File: src/rtl/ssd_scan_ctrl.sv
// N-digit multiplexed seven-segment scanner with frame-synchronous data update; SSD_SCAN_DIM_EN adds bright_i dimming.
// Latency: anode/seg/dp_n are registered, one clk behind digit_sel/prescaler.
// Backpressure: none; upd_i is buffered one deep in staging, last request before the frame boundary wins.
module ssd_scan_ctrl #(
    parameter int NUM_DIGITS  = 8,
    parameter int REFRESH_DIV = 100000,
    parameter int BLANK_CYC   = 2,
    parameter int SELW        = $clog2(NUM_DIGITS)
) (
    input  logic                    clk,
    input  logic                    rst,
    input  logic                    en,
    input  logic [4*NUM_DIGITS-1:0] digits_i,
    input  logic [NUM_DIGITS-1:0]   dp_i,
    input  logic [NUM_DIGITS-1:0]   blank_i,
    input  logic                    upd_i,
`ifdef SSD_SCAN_DIM_EN
    input  logic [3:0]              bright_i,
`endif
    output logic                    upd_pending_o,
    output logic [NUM_DIGITS-1:0]   anode,
    output logic [6:0]              seg,
    output logic                    dp_n,
    output logic [SELW-1:0]         digit_sel,
    output logic                    frame_done
);

    localparam int PW = $clog2(REFRESH_DIV);

    logic [PW-1:0]           presc_q, presc_d;
    logic [SELW-1:0]         sel_q, sel_d;
    logic                    fd_q, fd_d;
    logic                    pend_q, pend_d;
    logic [4*NUM_DIGITS-1:0] stg_dig_q, stg_dig_d, shd_dig_q, shd_dig_d;
    logic [NUM_DIGITS-1:0]   stg_dp_q, stg_dp_d, shd_dp_q, shd_dp_d;
    logic [NUM_DIGITS-1:0]   stg_blk_q, stg_blk_d, shd_blk_q, shd_blk_d;
    logic [NUM_DIGITS-1:0]   anode_q, anode_d;
    logic [6:0]              seg_q, seg_d;
    logic                    dpn_q, dpn_d;
    logic                    tick, last, wrap, lit;
    logic [3:0]              nib;
`ifdef SSD_SCAN_DIM_EN
    logic [3:0]              bright_q, bright_d;
`endif

    function automatic logic [6:0] hex2seg(input logic [3:0] h);
        case (h)
            4'h0: hex2seg = 7'h40;
            4'h1: hex2seg = 7'h79;
            4'h2: hex2seg = 7'h24;
            4'h3: hex2seg = 7'h30;
            4'h4: hex2seg = 7'h19;
            4'h5: hex2seg = 7'h12;
            4'h6: hex2seg = 7'h02;
            4'h7: hex2seg = 7'h78;
            4'h8: hex2seg = 7'h00;
            4'h9: hex2seg = 7'h10;
            4'hA: hex2seg = 7'h08;
            4'hB: hex2seg = 7'h03;
            4'hC: hex2seg = 7'h46;
            4'hD: hex2seg = 7'h21;
            4'hE: hex2seg = 7'h06;
            default: hex2seg = 7'h0E;
        endcase
    endfunction

    always_comb begin
        tick    = en && (presc_q == PW'(REFRESH_DIV - 1));
        last    = (sel_q == SELW'(NUM_DIGITS - 1));
        // fd_q survives en=0 so a deferred frame boundary still happens on resume
        wrap    = fd_q && en;
        presc_d = presc_q;
        sel_d   = sel_q;
        fd_d    = fd_q;
        if (en) begin
            presc_d = tick ? '0 : presc_q + PW'(1);
            fd_d    = tick && last;
            if (tick) begin
                sel_d = last ? '0 : sel_q + SELW'(1);
            end
        end

        stg_dig_d = stg_dig_q;
        stg_dp_d  = stg_dp_q;
        stg_blk_d = stg_blk_q;
        if (upd_i) begin
            stg_dig_d = digits_i;
            stg_dp_d  = dp_i;
            stg_blk_d = blank_i;
        end

        shd_dig_d = shd_dig_q;
        shd_dp_d  = shd_dp_q;
        shd_blk_d = shd_blk_q;
        pend_d    = pend_q;
        if (wrap) begin
            pend_d = 1'b0;
            if (upd_i) begin
                shd_dig_d = digits_i;
                shd_dp_d  = dp_i;
                shd_blk_d = blank_i;
            end else if (pend_q) begin
                shd_dig_d = stg_dig_q;
                shd_dp_d  = stg_dp_q;
                shd_blk_d = stg_blk_q;
            end
        end else if (upd_i) begin
            pend_d = 1'b1;
        end

`ifdef SSD_SCAN_DIM_EN
        bright_d = tick ? bright_i : bright_q;
`endif

        // Decode from the next shadow value so a boundary load is seen by the first slot of the new frame
        nib  = shd_dig_d[{sel_q, 2'b00} +: 4];
        lit  = en && (int'(presc_q) >= BLANK_CYC);
`ifdef SSD_SCAN_DIM_EN
        lit  = lit && ((32'(presc_q) << 4) < ((32'(bright_q) + 32'd1) * 32'(REFRESH_DIV)));
`endif
        anode_d = lit ? ~(NUM_DIGITS'(1) << sel_q) : '1;
        seg_d   = shd_blk_d[sel_q] ? 7'h7F : hex2seg(nib);
        dpn_d   = shd_blk_d[sel_q] ? 1'b1 : ~shd_dp_d[sel_q];
    end

    always_ff @(posedge clk) begin
        if (rst) begin
            presc_q   <= '0;
            sel_q     <= '0;
            fd_q      <= 1'b0;
            pend_q    <= 1'b0;
            stg_dig_q <= '0;
            stg_dp_q  <= '0;
            stg_blk_q <= '0;
            shd_dig_q <= '0;
            shd_dp_q  <= '0;
            shd_blk_q <= '1;
            anode_q   <= '1;
            seg_q     <= 7'h7F;
            dpn_q     <= 1'b1;
`ifdef SSD_SCAN_DIM_EN
            bright_q  <= 4'hF;
`endif
        end else begin
            presc_q   <= presc_d;
            sel_q     <= sel_d;
            fd_q      <= fd_d;
            pend_q    <= pend_d;
            stg_dig_q <= stg_dig_d;
            stg_dp_q  <= stg_dp_d;
            stg_blk_q <= stg_blk_d;
            shd_dig_q <= shd_dig_d;
            shd_dp_q  <= shd_dp_d;
            shd_blk_q <= shd_blk_d;
            anode_q   <= anode_d;
            seg_q     <= seg_d;
            dpn_q     <= dpn_d;
`ifdef SSD_SCAN_DIM_EN
            bright_q  <= bright_d;
`endif
        end
    end

    assign upd_pending_o = pend_q;
    assign anode         = anode_q;
    assign seg           = seg_q;
    assign dp_n          = dpn_q;
    assign digit_sel     = sel_q;
    assign frame_done    = fd_q && en;

endmodule

File: config.mk
export PLATFORM = sky130hd
export DESIGN_NAME = ssd_scan_ctrl
export DESIGN_NICKNAME = d
export VERILOG_FILES = /design/src/rtl/ssd_scan_ctrl.sv
export SDC_FILE = /design/constraint.sdc
export NUM_CORES = 1
export LEC_CHECK = 0
export ABC_AREA = 1
export ABC_CLOCK_PERIOD_IN_PS = 2000
export CAP_MARGIN = 10
export CORE_AREA = 2 2 113 225
export CTS_BUF_LIST = sky130_fd_sc_hd__clkbuf_4 sky130_fd_sc_hd__clkbuf_8
export DETAILED_ROUTE_END_ITERATION = 8
export DIE_AREA = 0 0 115 227
export GPL_TIMING_DRIVEN = 0
export SETUP_SLACK_MARGIN = 0.1
export SYNTH_ARGS = -nofsm -noshare
export SYNTH_HDL_FRONTEND = slang
export SYNTH_SLANG_ARGS = --single-unit
File: constraint.sdc
create_clock -name clk -period 2 [get_ports clk]
set_input_delay 0.4 -clock clk [delete_from_list [all_inputs] [get_ports clk]]
set_output_delay 0.4 -clock clk [all_outputs]
set_load 0.05 [all_outputs]
== Word-level counts from Yosys, hierarchy flattened ==
Memory sizes are Yosys's and may differ from the RTL's. A register that Yosys moved wholly into a read port is not among the register bits.
Index checks and enable logic that the tools add are counted.
Storage, ports and cells
  flip-flop bits (word level): 127
  bits in latches: 0
  bits in writable memories: 0
  bits in read-only memories: 112
  output and inout bits: 21
  logic and storage cells: 47
  memories: 1
Cells by class
  add/sub/neg operators: 2
  multipliers: 0
  div/mod/pow operators: 0
  order comparisons: 2
  equal/unequal tests: 2
  shifts and indexed selects: 2
  mux-type cells: 15
  bitwise gates (word level): 3
  reductions and logical operators: 8
Memories
  (no name shown): depth 16, bits a word 7, rd ports 1, clocked after Yosys merged registers in 1, wr ports 0, line 47  | case (h)
Operator list (number)
  $mux 32: 3
  $mux 8: 6
  $shiftx 32x6->4: 1
  $add 17x1->17 const B: 1
  $eq 17x17->1 const B: 1
  $ge 17x2->1 const B: 1
  $mux 17: 1
  $not 8->8: 1
  $shl 1x3->8 const A: 1
  $bmux 1 s3: 2
  $reduce_or 2->1: 3
  $logic_and 1x1->1: 4
  $lt 3x4->1 const B: 1
  $add 3x1->3 const B: 1
  $eq 3x3->1 const B: 1
  $mux 3: 1
  $mux 1: 2
  $not 1->1: 2
  $reduce_and 2->1: 1

== Depth between registers and ports, before layout ==
  depth after elaboration: 6
  gate-level depth with buffers: 16
  gate-level depth less buffers: 14

== Worst setup path after synthesis ==
No wires, ideal clock.
  kind: reg-to-reg
  start point: register sel_q[0] (netlist: digit_sel[0])
  end point: register seg_q[1] (netlist: seg[1])
  setup time: 0.115 ns
  arrival: 2.212 ns
  data required time: 1.885 ns
  slack: -0.326 ns
  cell stages (with the launch flop): 13
  period minus slack after synthesis: 2.326 ns
  path through: dfxtp_1 buf_2 clkinv_1 clkbuf_1 nand3_1 nand3_1 nand3_1 nand2_1 ha_1 nand3_1 nor2_1 nor2_1 nand2_1
On the way
  longest elaborated chain between the ends: 3
  elaborated cells on any way between the ends: 4
RTL lines
  start: declaration: line 31  | logic [SELW-1:0] sel_q, sel_d;
  start signal: assignment: line 146  | sel_q <= sel_d;
  parallel branches: the longest is 3 deep, another holds $shiftx 32x6->4
  end: declaration: line 38  | logic [6:0] seg_q, seg_d;
Parallel ways; which one is timed is not known. The select of a mux whose other input is x is not followed.
A chain may end at the register's enable or synchronous reset.

== Final worst setup path ==
  start point: register fd_q
  end point: register seg_q[1] (netlist: seg[1])
On the way
  longest elaborated chain between the ends: 5
  elaborated cells on any way between the ends: 7
RTL lines
  start: declaration: line 32  | logic fd_q, fd_d;
  start signal: assignment: line 130  | fd_q <= 1'b0;
  start signal: assignment: line 147  | fd_q <= fd_d;
  $logic_and 1x1->1 *: line 71  | wrap = fd_q && en;
  parallel branches: the longest is 4 deep, another holds $mux 32
Every way passes the cells marked *. The select of a mux whose other input is x is not followed.

==> flow_summary.rst <==
.. list-table::
   :header-rows: 1

   * - Metric
     - Value
   * - Final Power
     - slightly above 6 mW
   * - Endpoint of the most critical setup path
     - seg[1]
   * - TritonRoute pass-1 iters
     - 5
   * - Number of violations of the max-capacitance limit
     - 0
   * - Chip Height
     - roughly 230 um
   * - Worst slack on hold paths
     - between 0.15 and 0.2 ns
   * - Worst path required time
     - between 2 and 2.5 ns
   * - GRT Residual Overflow
     - 0
   * - Wire length of the first global-routing pass
     - 29.66 mm
   * - Post-synthesis cell type with the largest combined area
     - sky130_fd_sc_hd__dfxtp_1
   * - Post-Syn Area per Cell
     - ~7.3 um^2
   * - Post-Syn Area
     - between 6000 and 7000 um^2
   * - Clock slew seen by the registers of the worst setup and hold paths
     - ~0.080 ns
   * - Synth-to-layout area growth
     - 41.57%
   * - Most common cell after layout, fill and taps aside
     - sky130_fd_sc_hd__nand2_1
   * - Initial antenna violation count
     - 1
   * - Reg-to-reg endpoint
     - seg[1]
   * - Root Driver
     - sky130_fd_sc_hd__clkbuf_8
   * - Post-layout min period
     - ~2.0 ns
   * - Portion of the clock cycle consumed by the worst path in the final layout
     - 0.9839
   * - Average routed wire per standard cell
     - roughly 16 um
   * - TritonCTS Buffers
     - 17
   * - Maximum clock frequency
     - 508.2 MHz
   * - Final count of pins violating max slew
     - 0
   * - Mapped Cells
     - between 800 and 900
   * - Number of sinks driven by the clock tree
     - about 130
   * - Setup slack of the most critical reg-to-reg path
     - approximately 0.032 ns
   * - CTS tree
     - built
   * - CTS max path bufs
     - 2
   * - Port Buf Inserts
     - 70
   * - Transition time at the pin with the least slew margin
     - 0.7742 ns
   * - Logic depth of the worst register-to-register path
     - 13
   * - Critical path arrival
     - 2.39 ns
   * - Seq cells post-synth
     - about 130
   * - Leakage Power
     - approximately 3.6 nW
   * - Status
     - completed
   * - Cell types with the largest area share after synthesis
     - sky130_fd_sc_hd__dfxtp_1, sky130_fd_sc_hd__nand2_1, sky130_fd_sc_hd__nand3_1
   * - RR Startpoint
     - fd_q
   * - Number of nets at the end of the flow
     - 1011
   * - FP Rows
     - just over 80
   * - Number of warnings printed during yosys synthesis
     - 0
   * - Effective utilization at floorplan
     - 0.2476
   * - Relative slew slack
     - 0.4839
   * - Maximum number of pins on one net before global-route repair
     - 17
   * - Iter 0 DRT Violations
     - between 200 and 300
   * - Top library cells by usage in the layout, fill and taps aside
     - sky130_fd_sc_hd__nand2_1, sky130_fd_sc_hd__dfxtp_1, sky130_fd_sc_hd__a21oi_1
   * - Fraction of layout cells with a size suffix above 1
     - 0.2357
   * - Worst vdd ir
     - 0.0003662 V
   * - Core area
     - roughly 24000 um^2
   * - Power per cell area
     - a little over 700 nW/um^2
   * - Number of top-level pins
     - 73
   * - Post-synth top area share
     - 0.4455
   * - Post-detailed-route via-to-cell ratio
     - about 4.7
   * - CTS Hold Buffers Added
     - 0
   * - Net Count, Synth
     - between 800 and 900
   * - Start-to-end type of the worst setup path
     - reg2reg
   * - Final number of setup-violating endpoints
     - 0
   * - Min-delay worst type
     - in2reg
   * - Vias post-DR
     - roughly 6000
   * - Setup repair after global routing missed its margin
     - yes
   * - Clock latency at the later pin of the worst-skew pair
     - about 0.48 ns
   * - Area of the die
     - ~26000 um^2
   * - Number of routed nets with antenna violations
     - 0
   * - DRC
     - 0
   * - Total detailed-routing wirelength
     - between 15 and 20 mm
   * - Category of the worst setup path capture point
     - flip-flop
   * - Clock H-tree levels
     - 4
   * - Worst setup skew after layout
     - 0.01150 ns
   * - Number of distinct library cell variants in the gate-level netlist after synthesis
     - 35
   * - Element type at the critical path start
     - flip-flop
   * - DIE WIDTH
     - between 100 and 150 um
   * - Launch point of the worst path
     - fd_q
   * - Post-DP HPWL
     - 14.13 mm
   * - Part of the Yosys area used for sequential elements
     - 0.4455
   * - Aggregate global-route resource usage
     - 0.1511
   * - Number of hold-slack violations in the final timing report
     - 0
   * - Final RePlAce weighted congestion
     - between 0.8 and 0.9
   * - Via count of the first global-routing pass
     - a little under 6000
   * - Largest fanout of any net on the critical path
     - 8
per-stage QoR:
stage / util / cells / TNS (ns) / setup WS [ns] / instance area [um^2]
final: 0.3505 / 1250 / 0 / 0.03214 / 8526
after CTS: 0.3385 / 1235 / 0 / 0.06089 / 8233
after detailed placement: 0.2937 / 1185 / -9.264 / -0.9164 / 7143
after global routing: 0.3505 / 1250 / -0.02350 / -0.02010 / 8526
after global placement: 0.2937 / 1185 / -8.749 / -0.8954 / 7143
after floorplan: - / 825 / 0 / 0.1039 / 6080
what timing repair did:
| item | 4_1_cts | 5_1_grt |
|---|---|---|
| endpoints found under the setup margin | 37 | 23 |
| buffers inserted | 17 | 12 |
| gates cloned | 1 | 2 |
| resized for setup | 153 | 50 |
| pin swaps | 34 | 24 |
sequential cells by signal, indices dropped and copies added (netlist names):
name / count
seg: 7
stg_blk_q: 8
anode: 8
stg_dig_q: 32
shd_blk_q: 8
upd_pending_o: 1
stg_dp_q: 8
digit_sel: 3
fd_q: 1
presc_q: 17
shd_dp_q: 8
dp_n: 1
shd_dig_q: 32
how the worst min path moves through the flow:
stage	from	end	depth (start not counted)	slack [ns]
final	en	presc_q[0]	2	0.15
after global placement	shd_dig_q[26]	shd_dig_q[26]	2	0.45
after detailed placement	shd_blk_q[2]	shd_blk_q[2]	2	0.45
after global routing	en	presc_q[0]	2	0.17
after CTS	en	presc_q[0]	2	0.15
after floorplan	shd_blk_q[2]	shd_blk_q[2]	2	0.43
cells in the mapped netlist:
| master | number |
|---|---|
| sky130_fd_sc_hd__buf_6 | 7 |
| sky130_fd_sc_hd__nand2_4 | 2 |
| sky130_fd_sc_hd__nand3_2 | 2 |
| sky130_fd_sc_hd__or2_2 | 11 |
| sky130_fd_sc_hd__buf_2 | 12 |
| sky130_fd_sc_hd__o211a_1 | 7 |
| sky130_fd_sc_hd__nor2_2 | 3 |
| sky130_fd_sc_hd__nor3_2 | 1 |
| sky130_fd_sc_hd__buf_1 | 1 |
| sky130_fd_sc_hd__o211ai_1 | 15 |
| sky130_fd_sc_hd__a31oi_1 | 1 |
| sky130_fd_sc_hd__clkinv_1 | 2 |
| sky130_fd_sc_hd__nand2_2 | 2 |
| sky130_fd_sc_hd__nor2_1 | 47 |
| sky130_fd_sc_hd__nor4_1 | 5 |
| sky130_fd_sc_hd__xor2_1 | 3 |
| sky130_fd_sc_hd__nor3_1 | 9 |
| sky130_fd_sc_hd__buf_4 | 3 |
| sky130_fd_sc_hd__ha_1 | 13 |
| sky130_fd_sc_hd__clkbuf_1 | 18 |
| sky130_fd_sc_hd__o31ai_1 | 2 |
| sky130_fd_sc_hd__o21ai_0 | 24 |
| sky130_fd_sc_hd__o21ai_1 | 3 |
| sky130_fd_sc_hd__a21oi_1 | 69 |
| sky130_fd_sc_hd__nand2_1 | 260 |
| sky130_fd_sc_hd__and2_1 | 3 |
| sky130_fd_sc_hd__nand4_1 | 10 |
| sky130_fd_sc_hd__nor2_8 | 1 |
| sky130_fd_sc_hd__inv_1 | 54 |
| sky130_fd_sc_hd__nor2_4 | 1 |
| sky130_fd_sc_hd__dfxtp_1 | 134 |
| sky130_fd_sc_hd__o21a_1 | 9 |
| sky130_fd_sc_hd__inv_2 | 5 |
| sky130_fd_sc_hd__nand3_4 | 1 |
| sky130_fd_sc_hd__nand3_1 | 85 |
routing by layer:
layer	track usage	vias up	routed length [um]
met5	0	-	0
met4	0.08978	0	912
met3	0.02929	61	771
met2	0.2909	129	10880
met1	0.1438	2702	6924
li1	-	2948	-
layout make-up:
type	instances	area (um^2)
plain buffers	41	367.9
repair buffers	101	947.2
well taps	290	362.8
multi-input cells	590	3377
clock inverters	12	245.2
inverters	61	247.7
flip-flops and latches	134	2700
diodes	1	2.502
fillers	2512	15800
clock buffers	20	275.3
kinds of logic (layout without fill, tap and decap cells):
group                      after synthesis  count (layout)  synth area share
adders and majority gates               13              13           0.02701
buffers and inverters                  102             235           0.07667
AOI/OAI and AO/OA                      130             130            0.1249
other                                    0               1                 0
xor gates and xnor gates                 3               3          0.004364
DFF                                    134             134            0.4455
and+or+nand+nor                        443             444            0.3216
power breakdown:
group          switching (mW)  internal [mW]  leakage (nW)
Clock                    1.12           1.83         0.256
Combinational           0.239          0.182          2.21
Sequential             0.0228           2.73          1.10
Total                    1.38           4.74          3.56
worst max-delay path: stages (launching register included):
cell,delay [ns]
sky130_fd_sc_hd__dfxtp_2,0.35
sky130_fd_sc_hd__nand2_4,0.10
sky130_fd_sc_hd__nor2_8,0.19
sky130_fd_sc_hd__buf_12,0.19
sky130_fd_sc_hd__nand2_4,0.07
sky130_fd_sc_hd__nand3_2,0.06
sky130_fd_sc_hd__nand3_2,0.10
sky130_fd_sc_hd__nand3_2,0.12
sky130_fd_sc_hd__nand2_4,0.10
sky130_fd_sc_hd__ha_4,0.30
sky130_fd_sc_hd__nand3_4,0.08
sky130_fd_sc_hd__nor2_2,0.12
sky130_fd_sc_hd__nor2_1,0.04
sky130_fd_sc_hd__nand2_1,0.07
Note: power is estimated with default switching activity, not from simulation.
==> edit 1, RTL diff (same flow settings) <==
`NUM_DIGITS`: 8 -> 16.
--- a/src/rtl/ssd_scan_ctrl.sv
+++ b/src/rtl/ssd_scan_ctrl.sv
@@ -2,7 +2,7 @@
 // Latency: anode/seg/dp_n are registered, one clk behind digit_sel/prescaler.
 // Backpressure: none; upd_i is buffered one deep in staging, last request before the frame boundary wins.
 module ssd_scan_ctrl #(
-    parameter int NUM_DIGITS  = 8,
+    parameter int NUM_DIGITS  = 16,
     parameter int REFRESH_DIV = 100000,
     parameter int BLANK_CYC   = 2,
     parameter int SELW        = $clog2(NUM_DIGITS)
Ports: changed (5 resized); port bits go from 73 to 130. No check against the original RTL was run, so the function may have changed too.
==> edit 1 against the original RTL <==
Power grew 61%; combinational power up 95%; the run now ends with negative setup slack left; first-iteration DRC count increased by 59%; synthesized area is 76% higher; sequential cell count up 105; global-route usage grew 12 points; wire length grew 84%; final area rose by 63%; clock skew rose by 0.0093 ns; via count up 75%; non-clock buffer count rose by 96; sequential share of layout area up 2.9 points; worst setup slack worse by 0.32 ns.
==> edit 1: results (changes against the original RTL) <==
[outcome]
status=finished with violations
violations=negative setup slack

[yosys]
yosysUniqueCellTypes=43  ; +23%
ys_top_cells_by_count=nand2_1, dfxtp_1, nor2_1, nand3_1, inv_1
ys_seq_area_share_pct=45.3  ; +0.71 points
synthTopCellsByArea=dfxtp_1, nand2_1, nand3_1
synth_fp_nets=1584  ; +78%

[placement]
hpwlAfterDp_microns=25800  ; +83%
portBuffers=126  ; +80%
gp_congestion=0.949  ; +9.4%

[global_route]
grt_pass1_wl_microns=54000  ; +82%
grt_max_degree=12  ; -5
antenna_found_initial=0  ; -1
track_usage_pct=27.3  ; +12 points

[timing]
setup_viol=8  ; +8
relSlewSlack_pct=38.4  ; -10 points
whs_ns=0.0832  ; -0.0709 ns
finalClockSkew_ns=0.0208  ; +0.00935 ns
worst_slack_ns=-0.289  ; -0.321 ns

[critical_path]
worstReg2RegStart=upd_pending_o$_SDFFE_PP0P_
cp.arrival_ns=2.78  ; +0.39 ns
reg2reg_to=seg[3]$_SDFF_PP1_
critical-path-max-stage-delay_ns=0.38  ; +0.03 ns
crit_fanout=6  ; -2
slowest_stage=dfxtp_4
rr_worst_depth=17  ; +4

[power]
comb-power_w=0.000823  ; +95%
ir_worst_vdd_uv=604  ; +65%
total_power_w=0.00984  ; +61%
p_int_w=0.00742  ; +56%
power_frac_clock_pct=41.6  ; -6.6 points
p_leak_nw=6.01  ; +69%

[cts]
numCtsBuffers=36  ; +19
clk_latency_ns=0.55  ; +0.07 ns
cts_num_sinks=239  ; +78%
cts_max_level=2  ; -2
cts_max_path_buffers=3  ; +1

[route]
vias=10222  ; +75%
drt_iter0_markers=402  ; +59%
wl_per_cell_microns=18.2  ; +17%
detail_route.first_pass.iterations=7  ; +2

[finish]
clkbuf_count=55  ; +180%
inverters=108  ; +77%
drive_gt1_share_pct=18.1  ; -5.5 points
seq_share_pct=34.6  ; +2.9 points
buffers=238  ; +68%
fillers=2430  ; -3.3%
multi_input_area_share_pct=38.1  ; -1.5 points
multi_input_cells=1044  ; +77%
clkCellAreaFrac_pct=5.06  ; -1.0 points
antennaDiodeCount=0  ; -1
buf_share_pct=16.5  ; +1.0 points
reg.largest.list=shd_dig_q x64, stg_dig_q x64, presc_q x17
final_nets=1781  ; +76%

[worst_hold_path]
min_to=presc_q[0]$_SDFFE_PP0P_

==> edit 1: cell count changes after synthesis, sizes merged, moves of 22 or more <==
cell,unedited run,this run
nand2,264,469
dfxtp,134,239
nor2,52,145
o21ai,27,90
inv,59,104
nand3,88,125
or2,11,46
buf,23,49
a21oi,69,91
==> edit 1: cell families (layout without fill, tap and decap cells) <==
| logic type | count (synthesis) | after routing | share of synthesized area [%] |
|---|---|---|---|
| and+or+nand+nor | 811 | 811 | 32.7 |
| muxes | 2 | 2 | 0.189 |
| xor gates and xnor gates | 2 | 2 | 0.166 |
| buffers and inverters | 187 | 403 | 8.58 |
| DFF | 239 | 239 | 45.3 |
| adders and majority gates | 14 | 14 | 1.66 |
| AOI/OAI and AO/OA | 215 | 215 | 11.5 |
==> edit 1: worst reg2reg max path, stage by stage, from the launching register on <==
cell and delay, ns:
dfxtp_4 0.38, nor2_4 0.15, nor2_8 0.07, buf_6 0.14, buf_8 0.13, or2_2 0.28
nand3_1 0.08, nand2_1 0.07, clkinv_1 0.06, nand2_1 0.06, nand2_2 0.10, nand2_2 0.08
nor2_4 0.18, ha_1 0.21, nand2_1 0.06, nand2_1 0.06, nand2_1 0.07, nand3_1 0.08
==> edit 1: what timing repair did <==
action	in CTS	in global routing
gates resized for setup	140	51
pin swaps	16	9
cloned	1	4
setup buffers	20	8
setup endpoints to repair	59	22
==> edit 1: worst max-delay path by stage <==
stage	endpoint	startpoint	slack (ns)	cells after the start
global route	seg[1]$_SDFF_PP1_	upd_pending_o$_SDFFE_PP0P_	-0.40	17
finish	seg[3]$_SDFF_PP1_	upd_pending_o$_SDFFE_PP0P_	-0.29	17
floorplan	seg[1]$_SDFF_PP1_	en	-0.14	18
CTS	seg[3]$_SDFF_PP1_	upd_pending_o$_SDFFE_PP0P_	-0.26	18
global placement	seg[4]$_SDFF_PP1_	digit_sel[0]$_SDFFE_PP0P_	-0.94	15
detailed placement	seg[4]$_SDFF_PP1_	digit_sel[0]$_SDFFE_PP0P_	-0.97	15
==> edit 1: metal layers <==
layer	vias to the layer above	routed length (microns)	global-route usage, %
met5	-	0	0
met4	0	2220	16.0
met3	120	1420	2.93
met2	299	19300	52.7
met1	4718	12900	27.5
li1	5085	-	-
==> edit 1: per-stage QoR <==
step	setup TNS, ns	cell area [sq um]	setup slack (ns)	instances	util (%)
2_1_floorplan	-0.628	10800	-0.136	1470	-
3_3_place_gp	-11.07	12400	-0.939	1886	50.9
3_5_place_dp	-12.18	12400	-0.968	1886	50.9
4_1_cts	-1.59	13600	-0.264	1964	55.8
5_1_grt	-2.73	13900	-0.404	1976	57.2
6_report	-1.92	13900	-0.289	1976	57.2
==> edit 2, RTL diff (same flow settings) <==
Without the edit above. Reset style: asynchronous (`rst`), changed in one clocked block.
--- a/src/rtl/ssd_scan_ctrl.sv
+++ b/src/rtl/ssd_scan_ctrl.sv
@@ -123,7 +123,7 @@
         dpn_d   = shd_blk_d[sel_q] ? 1'b1 : ~shd_dp_d[sel_q];
     end
 
-    always_ff @(posedge clk) begin
+    always_ff @(posedge clk or posedge rst) begin
         if (rst) begin
             presc_q   <= '0;
             sel_q     <= '0;
Function: differs if rst is asserted again (counterexample within 4 cycles, from zero or initial values and one cycle with rst high); with rst held inactive, the same outputs for 10 cycles.
==> edit 2 against the original RTL <==
Wire length decreased by 7.1%; synthesized area increased by 5.0%; final area increased by 1.7%; sequential cell count unchanged; the run now ends with negative setup slack left; clock skew decreased by 0.0015 ns; power decreased by 0.11%; non-clock buffer count decreased by 15; count of clock-buffer cells in the layout decreased by 1; worst setup slack got worse by 0.10 ns.
==> edit 2: results (changes against the original RTL) <==
[power]
p_leak_nw=4.28  ; +20%
p_int_w=0.00452  ; -4.6%
p_sw_share_pct=26.0  ; +3.5 points
power_clock_w=0.00246  ; -17%
ir_worst_vdd_uv=306  ; -16%
p_seq_share_pct=49.2  ; +4.3 points

[yosys]
synth-adder-area-share_pct=2.77  ; +0.070 points
ys_seq_area_share_pct=53.5  ; +9.0 points
synth-xor-area-share_pct=0.831  ; +0.40 points
yosysUniqueCellTypes=32  ; -8.6%
ys_top_cells_by_count=nand2_1, nand3_1, dfrtp_1, inv_1, nor2_1
synth_compound_area_share_pct=3.38  ; -9.1 points

[placement]
gp_congestion=0.861  ; -0.74%
pre_cts_ws_ns=-1.07  ; -0.150 ns
placed_cells=1141  ; -3.7%
hpwlAfterDp_microns=13300  ; -5.7%
portBuffers=71  ; +1.4%

[global_route]
grt_pass1_vias=5692  ; -1.5%

[timing]
setup_viol=6  ; +6
setup_tns_ns=-0.216  ; -0.216 ns
relSlewSlack_pct=67.6  ; +19 points
finalClockSkew_ns=0.00999  ; -0.00151 ns
worst_slack_ns=-0.0696  ; -0.102 ns

[finish]
ff_latch_area_sq_mm=0.00339  ; +26%
final_nets=956  ; -5.4%
fillers=2499  ; -0.52%
drive_gt1_share_pct=24.9  ; +1.4 points

[outcome]
status=finished with violations
violations=negative setup slack

[route]
vias=5463  ; -6.5%
drt_iter0_markers=242  ; -4.3%
detail_route.first_pass.iterations=4  ; -1
wl_microns=18100  ; -7.1%

[critical_path]
critical-path-max-stage-delay_ns=0.40  ; +0.05 ns
cp-endpoint=seg[1]$_DFF_PP1_
rr_worst_depth=15  ; +2
cp.arrival_ns=2.48  ; +0.09 ns
slowest_stage=dfrtp_1
worstReg2RegStart=fd_q$_DFFE_PP0P_

[worst_hold_path]
hold_path_depth=3  ; +1
min_to=presc_q[1]$_DFFE_PP0P_

[edit 2: cell types whose count changed after synthesis, sizes merged, moves of 11 or more]
cell | before | now
or2 | 11 | 0
a21oi | 69 | 6
nor2 | 52 | 29
dfxtp | 134 | 0
clkbuf | 18 | 7
nand3 | 88 | 117
inv | 59 | 44
dfstp | 0 | 24
o21ai | 27 | 9
o211ai | 15 | 4
nand2 | 264 | 349
dfrtp | 0 | 110
[edit 2: area by class of cell]
class	count	share of cell area, %
antenna	1	0.0289
buffer	34	4.14
clock buffer	19	2.87
clock inverter	13	2.09
inverter	46	2.29
multi-input combinational	564	34.6
sequential	134	39.1
tap	290	4.18
timing repair buffer	93	10.7
[edit 2: metal layers]
metal,wire length [microns],up-vias,global-route usage [%]
met1,6450,2620,14.6
met3,499,36,2.80
li1,-,2708,-
met5,0,-,0
met4,670,0,7.15
met2,10500,99,28.4
